[src/rtl/usrt_pkg.sv]
// rtl/usrt_pkg.sv - shared constants and types for the USRT receive path
package usrt_pkg;

    localparam int BAUD_W  = 14;
    localparam int FRAME_W = 11;

    localparam int START    = 0;
    localparam int DATA_LSB = 1;
    localparam int DATA_MSB = 8;
    localparam int PAR      = 9;
    localparam int STOP     = 10;

    typedef enum logic [1:0] {
        NONE     = 2'd0,
        EVEN     = 2'd1,
        ODD      = 2'd2,
        NONE_ALT = 2'd3
    } parity_mode_t;

endpackage

[src/rtl/usrt_rx_path_if.sv]
// rtl/usrt_rx_path_if.sv - frame input and data register bus of the USRT receive path
interface usrt_rx_path_if;
    import usrt_pkg::*;

    logic [1:0]         i_Parity;
    logic               i_Frame_Valid;
    logic [FRAME_W-1:0] i_Frame;
    logic               i_Pop;
    logic [7:0]         o_Data;
    logic               o_Full;
    logic               o_Overrun;

    modport master (
        output i_Parity, i_Frame_Valid, i_Frame, i_Pop,
        input  o_Data, o_Full, o_Overrun
    );

    modport slave (
        input  i_Parity, i_Frame_Valid, i_Frame, i_Pop,
        output o_Data, o_Full, o_Overrun
    );

endinterface

[src/rtl/usrt_baudgen.sv]
// rtl/usrt_baudgen.sv - baud clock generator, o_Bclk period is 2*i_Baud cycles
module usrt_baudgen
    import usrt_pkg::*;
(
    input  logic              i_Pclk,
    input  logic              i_Reset,
    input  logic [BAUD_W-1:0] i_Baud,
    output logic              o_Bclk
);

    localparam logic [BAUD_W-1:0] ONE = {{(BAUD_W-1){1'b0}}, 1'b1};

    logic [BAUD_W-1:0] cnt;

    always_ff @(posedge i_Pclk or negedge i_Reset) begin
        if (!i_Reset) begin
            cnt    <= '0;
            o_Bclk <= 1'b0;
        end else if (i_Baud == '0) begin
            cnt    <= '0;
            o_Bclk <= 1'b0;
        end else if (cnt == i_Baud - ONE) begin
            cnt    <= '0;
            o_Bclk <= ~o_Bclk;
        end else if (cnt >= i_Baud) begin
            // period shrank below the running count: restart without a toggle
            cnt <= '0;
        end else begin
            cnt <= cnt + ONE;
        end
    end

endmodule

[src/rtl/usrt_rx_path.sv]
// rtl/usrt_rx_path.sv - USRT receive path: baud clock, frame check and one-byte data register
module usrt_rx_path
    import usrt_pkg::*;
(
    input  logic              i_Pclk,
    input  logic              i_Reset,
    input  logic [BAUD_W-1:0] i_Baud,
    output logic              o_Bclk,
    usrt_rx_path_if.slave     bus
);

    logic         fv_q;
    logic         fv_rise;
    logic         push;
    logic [7:0]   push_byte;
    logic         frame_ok;
    logic         par_x;
    parity_mode_t mode;

    usrt_baudgen u_baudgen (
        .i_Pclk (i_Pclk),
        .i_Reset(i_Reset),
        .i_Baud (i_Baud),
        .o_Bclk (o_Bclk)
    );

    assign fv_rise = bus.i_Frame_Valid & ~fv_q;

    always_comb begin
        mode     = parity_mode_t'(bus.i_Parity);
        par_x    = ^bus.i_Frame[PAR:DATA_LSB];
        frame_ok = ~bus.i_Frame[START] & bus.i_Frame[STOP];
        case (mode)
            EVEN:    if (par_x)  frame_ok = 1'b0;
            ODD:     if (!par_x) frame_ok = 1'b0;
            default: ;
        endcase
    end

    always_ff @(posedge i_Pclk or negedge i_Reset) begin
        if (!i_Reset) begin
            fv_q      <= 1'b0;
            push      <= 1'b0;
            push_byte <= 8'h00;
        end else begin
            fv_q <= bus.i_Frame_Valid;
            push <= fv_rise & frame_ok;
            if (fv_rise)
                push_byte <= bus.i_Frame[DATA_MSB:DATA_LSB];
        end
    end

    // a push that coincides with a pop replaces the byte being read out
    always_ff @(posedge i_Pclk or negedge i_Reset) begin
        if (!i_Reset) begin
            bus.o_Data    <= 8'h00;
            bus.o_Full    <= 1'b0;
            bus.o_Overrun <= 1'b0;
        end else begin
            if (push && (!bus.o_Full || bus.i_Pop)) begin
                bus.o_Data <= push_byte;
                bus.o_Full <= 1'b1;
            end else if (bus.i_Pop) begin
                bus.o_Full <= 1'b0;
            end

            if (bus.i_Pop)
                bus.o_Overrun <= 1'b0;
            else if (push && bus.o_Full)
                bus.o_Overrun <= 1'b1;
        end
    end

endmodule

[src/flat_wrapper.sv]
// flat-port wrapper written by rule: the top's interface ports become plain ports
module usrt_rx_path_flat import usrt_pkg::*;
  (i_Pclk, i_Reset, i_Baud, o_Bclk, bus_i_Parity, bus_i_Frame_Valid, bus_i_Frame, bus_i_Pop, bus_o_Data, bus_o_Full, bus_o_Overrun);
  usrt_rx_path_if bus_i ();
  input  logic i_Pclk;
  input  logic i_Reset;
  input  logic [BAUD_W-1:0] i_Baud;
  output logic o_Bclk;
  input wire logic [$bits(bus_i.i_Parity)-1:0] bus_i_Parity;
  input wire logic [$bits(bus_i.i_Frame_Valid)-1:0] bus_i_Frame_Valid;
  input wire logic [$bits(bus_i.i_Frame)-1:0] bus_i_Frame;
  input wire logic [$bits(bus_i.i_Pop)-1:0] bus_i_Pop;
  output wire logic [$bits(bus_i.o_Data)-1:0] bus_o_Data;
  output wire logic [$bits(bus_i.o_Full)-1:0] bus_o_Full;
  output wire logic [$bits(bus_i.o_Overrun)-1:0] bus_o_Overrun;
  assign bus_i.i_Parity = bus_i_Parity;
  assign bus_i.i_Frame_Valid = bus_i_Frame_Valid;
  assign bus_i.i_Frame = bus_i_Frame;
  assign bus_i.i_Pop = bus_i_Pop;
  assign bus_o_Data = bus_i.o_Data;
  assign bus_o_Full = bus_i.o_Full;
  assign bus_o_Overrun = bus_i.o_Overrun;
  usrt_rx_path u_core (.i_Pclk(i_Pclk), .i_Reset(i_Reset), .i_Baud(i_Baud), .o_Bclk(o_Bclk), .bus(bus_i));
endmodule
[config.mk]
export PLATFORM = sky130hd
export DESIGN_NAME = usrt_rx_path_flat
export DESIGN_NICKNAME = d
export VERILOG_FILES = /design/src/rtl/usrt_pkg.sv /design/src/rtl/usrt_rx_path_if.sv /design/src/rtl/usrt_baudgen.sv /design/src/rtl/usrt_rx_path.sv /design/src/flat_wrapper.sv
export SDC_FILE = /design/constraint.sdc
export NUM_CORES = 1
export LEC_CHECK = 0
export ABC_AREA = 1
export CORE_MARGIN = 5
export CORE_UTILIZATION = 55
export CTS_CLUSTER_DIAMETER = 120
export CTS_CLUSTER_SIZE = 16
export DETAILED_ROUTE_END_ITERATION = 10
export PLACE_DENSITY = 0.81
export RECOVER_POWER = 100
export SYNTH_ARGS = -nofsm -noshare
export SYNTH_HDL_FRONTEND = slang
export SYNTH_SLANG_ARGS = --single-unit
[constraint.sdc]
create_clock -name i_Pclk -period 5 [get_ports i_Pclk]
set_input_delay 1 -clock i_Pclk [delete_from_list [all_inputs] [get_ports i_Pclk]]
set_output_delay 1 -clock i_Pclk [all_outputs]
set_load 0.1 [all_outputs]
==> flow_metrics.env <==
export IMPL_status="complete, but fails checks"
export IMPL_failed_checks="max-capacitance violations, max-slew violations"
export IMPL_synth_simple_area_share=0.339
export IMPL_synth_compound_area_frac=0.0273
export IMPL_clockRootBuffer="clkbuf_8"
export IMPL_irDropWorstVdd_mv=0.370
export IMPL_power_leakage_uw=0.00165
export IMPL_gp_congestion=0.891
export IMPL_cp_required_ns=5.17
export IMPL_syn_avg_cell_area_sq_um=7.71
export IMPL_cts_resized=0
export IMPL_fillers=410
export IMPL_grt_max_degree=36
export IMPL_rsz0062_at_grt="false"
export IMPL_min_period_over_period=0.684
export IMPL_fin_nets=452
export IMPL_worst_hold_slack_ns=0.478
export IMPL_drc_errors=0
export IMPL_hold_buffers=0
export IMPL_synth_xor_area_frac=0.0827
export IMPL_wl_per_cell_um=11.3
export IMPL_start_util=0.575
export IMPL_drtIter0Drc=68
export IMPL_dpl_worst_slack_ns=1.67
export IMPL_cts_buffers=5
export IMPL_grtUsageTotal=0.182
export IMPL_hold_path_class="register to register"
export IMPL_tightest_slew_ns=1.82
export IMPL_first_pass_iters=4
export IMPL_netlist_area_sq_um=2750
export IMPL_relSlewSlack=-0.211
export IMPL_synthAdderAreaFrac=0.0818
export IMPL_synthDistinctLibCells=31
export IMPL_first_global_vias=2238
export IMPL_end_kind="register"
export IMPL_synth_flop_cell="dfrtp_1"
export IMPL_num_rows=25
export IMPL_yosysMostFrequentCell="nand2_1"
export IMPL_setup_violations=0
export IMPL_synth_top_family_by_area="simple AND/OR/NAND/NOR gates"
export IMPL_die_h_um=80.7
export IMPL_muxShareOfSynthArea=0.0655
export IMPL_cts_path_max_buffers=2
export IMPL_yosysWarningCount=0
export IMPL_wl_mm=5.33
export IMPL_fin_total_pwr_uw=1160
export IMPL_vias=2336
export IMPL_synthArstFlopShare=1.00
export IMPL_finClkSkew_ns=0.00606
export IMPL_syn_to_final_growth_pct=18.9
export IMPL_dieArea_sq_um=6520
export IMPL_hpwlAfterDp_mm=4.38
export IMPL_cts_max_level=2
export IMPL_ys_seq_elements=35
export IMPL_ys_seq_area_frac=0.318
export IMPL_timing_fmax_mhz=292
export IMPL_drive_above_1_share=0.139
export IMPL_n_antenna_cell=0
export IMPL_antenna_left=0
export IMPL_synth_edff_count=0
export IMPL_worstSetupPathType="input port to register"
export IMPL_drv_slew=36
export IMPL_synthCells=357
export IMPL_synth_top_area_frac=0.318
export IMPL_grt_overflow=0
export IMPL_die_w_um=80.7
export IMPL_synth_area_leaders="dfrtp_1, nand2_1, ha_1, inv_1, mux2_2"
export IMPL_io_buffers=41
export IMPL_fin_crit_ns=3.42
export IMPL_clk_latency_ns=0.28
export IMPL_coreArea_sq_um=4790
export IMPL_maxCapViolations=1
export IMPL_cts_clk_slew_worst_paths_ns=0.07
export IMPL_finish_utilization=0.684
export IMPL_setup_slack_ns=1.58
export IMPL_antenna_found_initial=0
export IMPL_clock_sinks=35
export IMPL_crit_arrival_ns=3.59
export IMPL_grt_pass1_wl_mm=9.45
export IMPL_postCtsSetupRepairBufs=0
export IMPL_cts_tree="yes"
export IMPL_hold_violations=0
export IMPL_viasPerCell=4.96
export IMPL_yosys_top_cells_count="nand2_1, inv_1, nor2_1"
export IMPL_syn_nets=406
export IMPL_boundaryPins=42
export IMPL_powerDensity_nw_per_um2=355
export IMPL_fin_tns_setup_ns=0
export IMPL_cp_max_fo=15
export IMPL_yosys_area_top_type="dfrtp_1"
export IMPL_cp_start_kind="input port"
==> cells in the final DEF, fill, tap and decap left out, drive strengths merged <==
cell,Yosys,layout
dlygate4sd3,0,16
dfrtp,35,35
nor3b,1,1
clkbuf,0,8
mux2,16,16
inv,53,53
a21oi,7,7
nand4,6,6
clkdlybuf4s50,0,25
nor3,7,7
and2,1,1
nor2,62,62
nand3,26,26
or2,2,2
ha,18,18
o21ai,8,8
nand2,82,82
nand3b,1,1
xnor2,15,15
nor4,3,3
xor2,11,11
clkinv,0,1
==> final cells by class <==
type | instances | area [sq um] | area share
Timing Repair Buffer | 42 | 414 | 0.127
Sequential cell | 35 | 876 | 0.268
Inverter | 53 | 199 | 0.0608
Clock buffer | 7 | 76.3 | 0.0233
Clock inverter | 1 | 5.00 | 0.00153
Tap cell | 67 | 83.8 | 0.0256
Multi-Input combinational cell | 266 | 1620 | 0.494
==> metal layers <==
metal	share of wire	vias to the layer above	global-route usage
li1	-	1224	-
met1	0.46	1061	0.235
met2	0.48	41	0.306
met3	0.038	10	0.0288
met4	0.025	0	0.0726
met5	0	-	0
==> registers in the layout, indices dropped and copies added, names as in the netlist <==
signal	flops
u_core.u_baudgen.cnt	14
u_core.u_baudgen.o_Bclk	1
u_core.push	1
u_core.bus.o_Data	8
u_core.push_byte	8
u_core.fv_q	1
u_core.bus.o_Full	1
u_core.bus.o_Overrun	1
==> path summary, 6_finish.rpt <==
kind                                                   startpoint                                  end  slack (ns)  cells after the start
max in group asynchronous                                 i_Reset     u_core.bus.o_Data[5]$_DFFE_PN0P_        2.21                      2
worst min register to register   u_core.bus.o_Overrun$_DFFE_PN0P_     u_core.bus.o_Overrun$_DFFE_PN0P_        0.48                      2
worst max register to register  u_core.u_baudgen.cnt[0]$_DFF_PN0_  u_core.u_baudgen.o_Bclk$_DFFE_PN0P_        2.80                      8
min in group asynchronous                                 i_Reset     u_core.bus.o_Data[6]$_DFFE_PN0P_        1.74                      2
worst max-delay path                                    i_Baud[0]  u_core.u_baudgen.o_Bclk$_DFFE_PN0P_        1.58                     13
worst min-delay path             u_core.bus.o_Overrun$_DFFE_PN0P_     u_core.bus.o_Overrun$_DFFE_PN0P_        0.48                      2
==> per-stage QoR <==
stage | area (sq um) | std cells
global route | 3270 | 471
floorplan | 2750 | 357
CTS | 3300 | 471
finish | 3270 | 471
global placement | 3220 | 463
detailed placement | 3220 | 463
==> power breakdown <==
| part | switching (uW) | leakage [uW] | total (uW) | internal [uW] |
|---|---|---|---|---|
| logic | 375 | 0.00117 | 561 | 186 |
| clock network | 92.6 | 0.0000422 | 190 | 97.6 |
| registers | 63.4 | 0.000443 | 410 | 347 |
| total | 531 | 0.00165 | 1160 | 631 |
==> critical path, cell delays in order <==
cell           delay (ns)
dlygate4sd3_1        0.56
inv_1                0.16
ha_1                 0.30
or2_0                0.17
nand2_1              0.06
nand2_1              0.05
nand2_1              0.05
inv_1                0.04
nand3_1              0.09
nor3_1               0.34
nand2_1              0.49
nand3_1              0.19
nand2_1              0.07
==> kinds of logic after synthesis <==
group,count (synthesis)
muxes,16
AOI/OAI and AO/OA,15
adders and majority gates,18
and+or+nand+nor,191
DFF,35
xor gates and xnor gates,26
buffers and inverters,56
No activity file was read; power rests on OpenSTA's default activity.
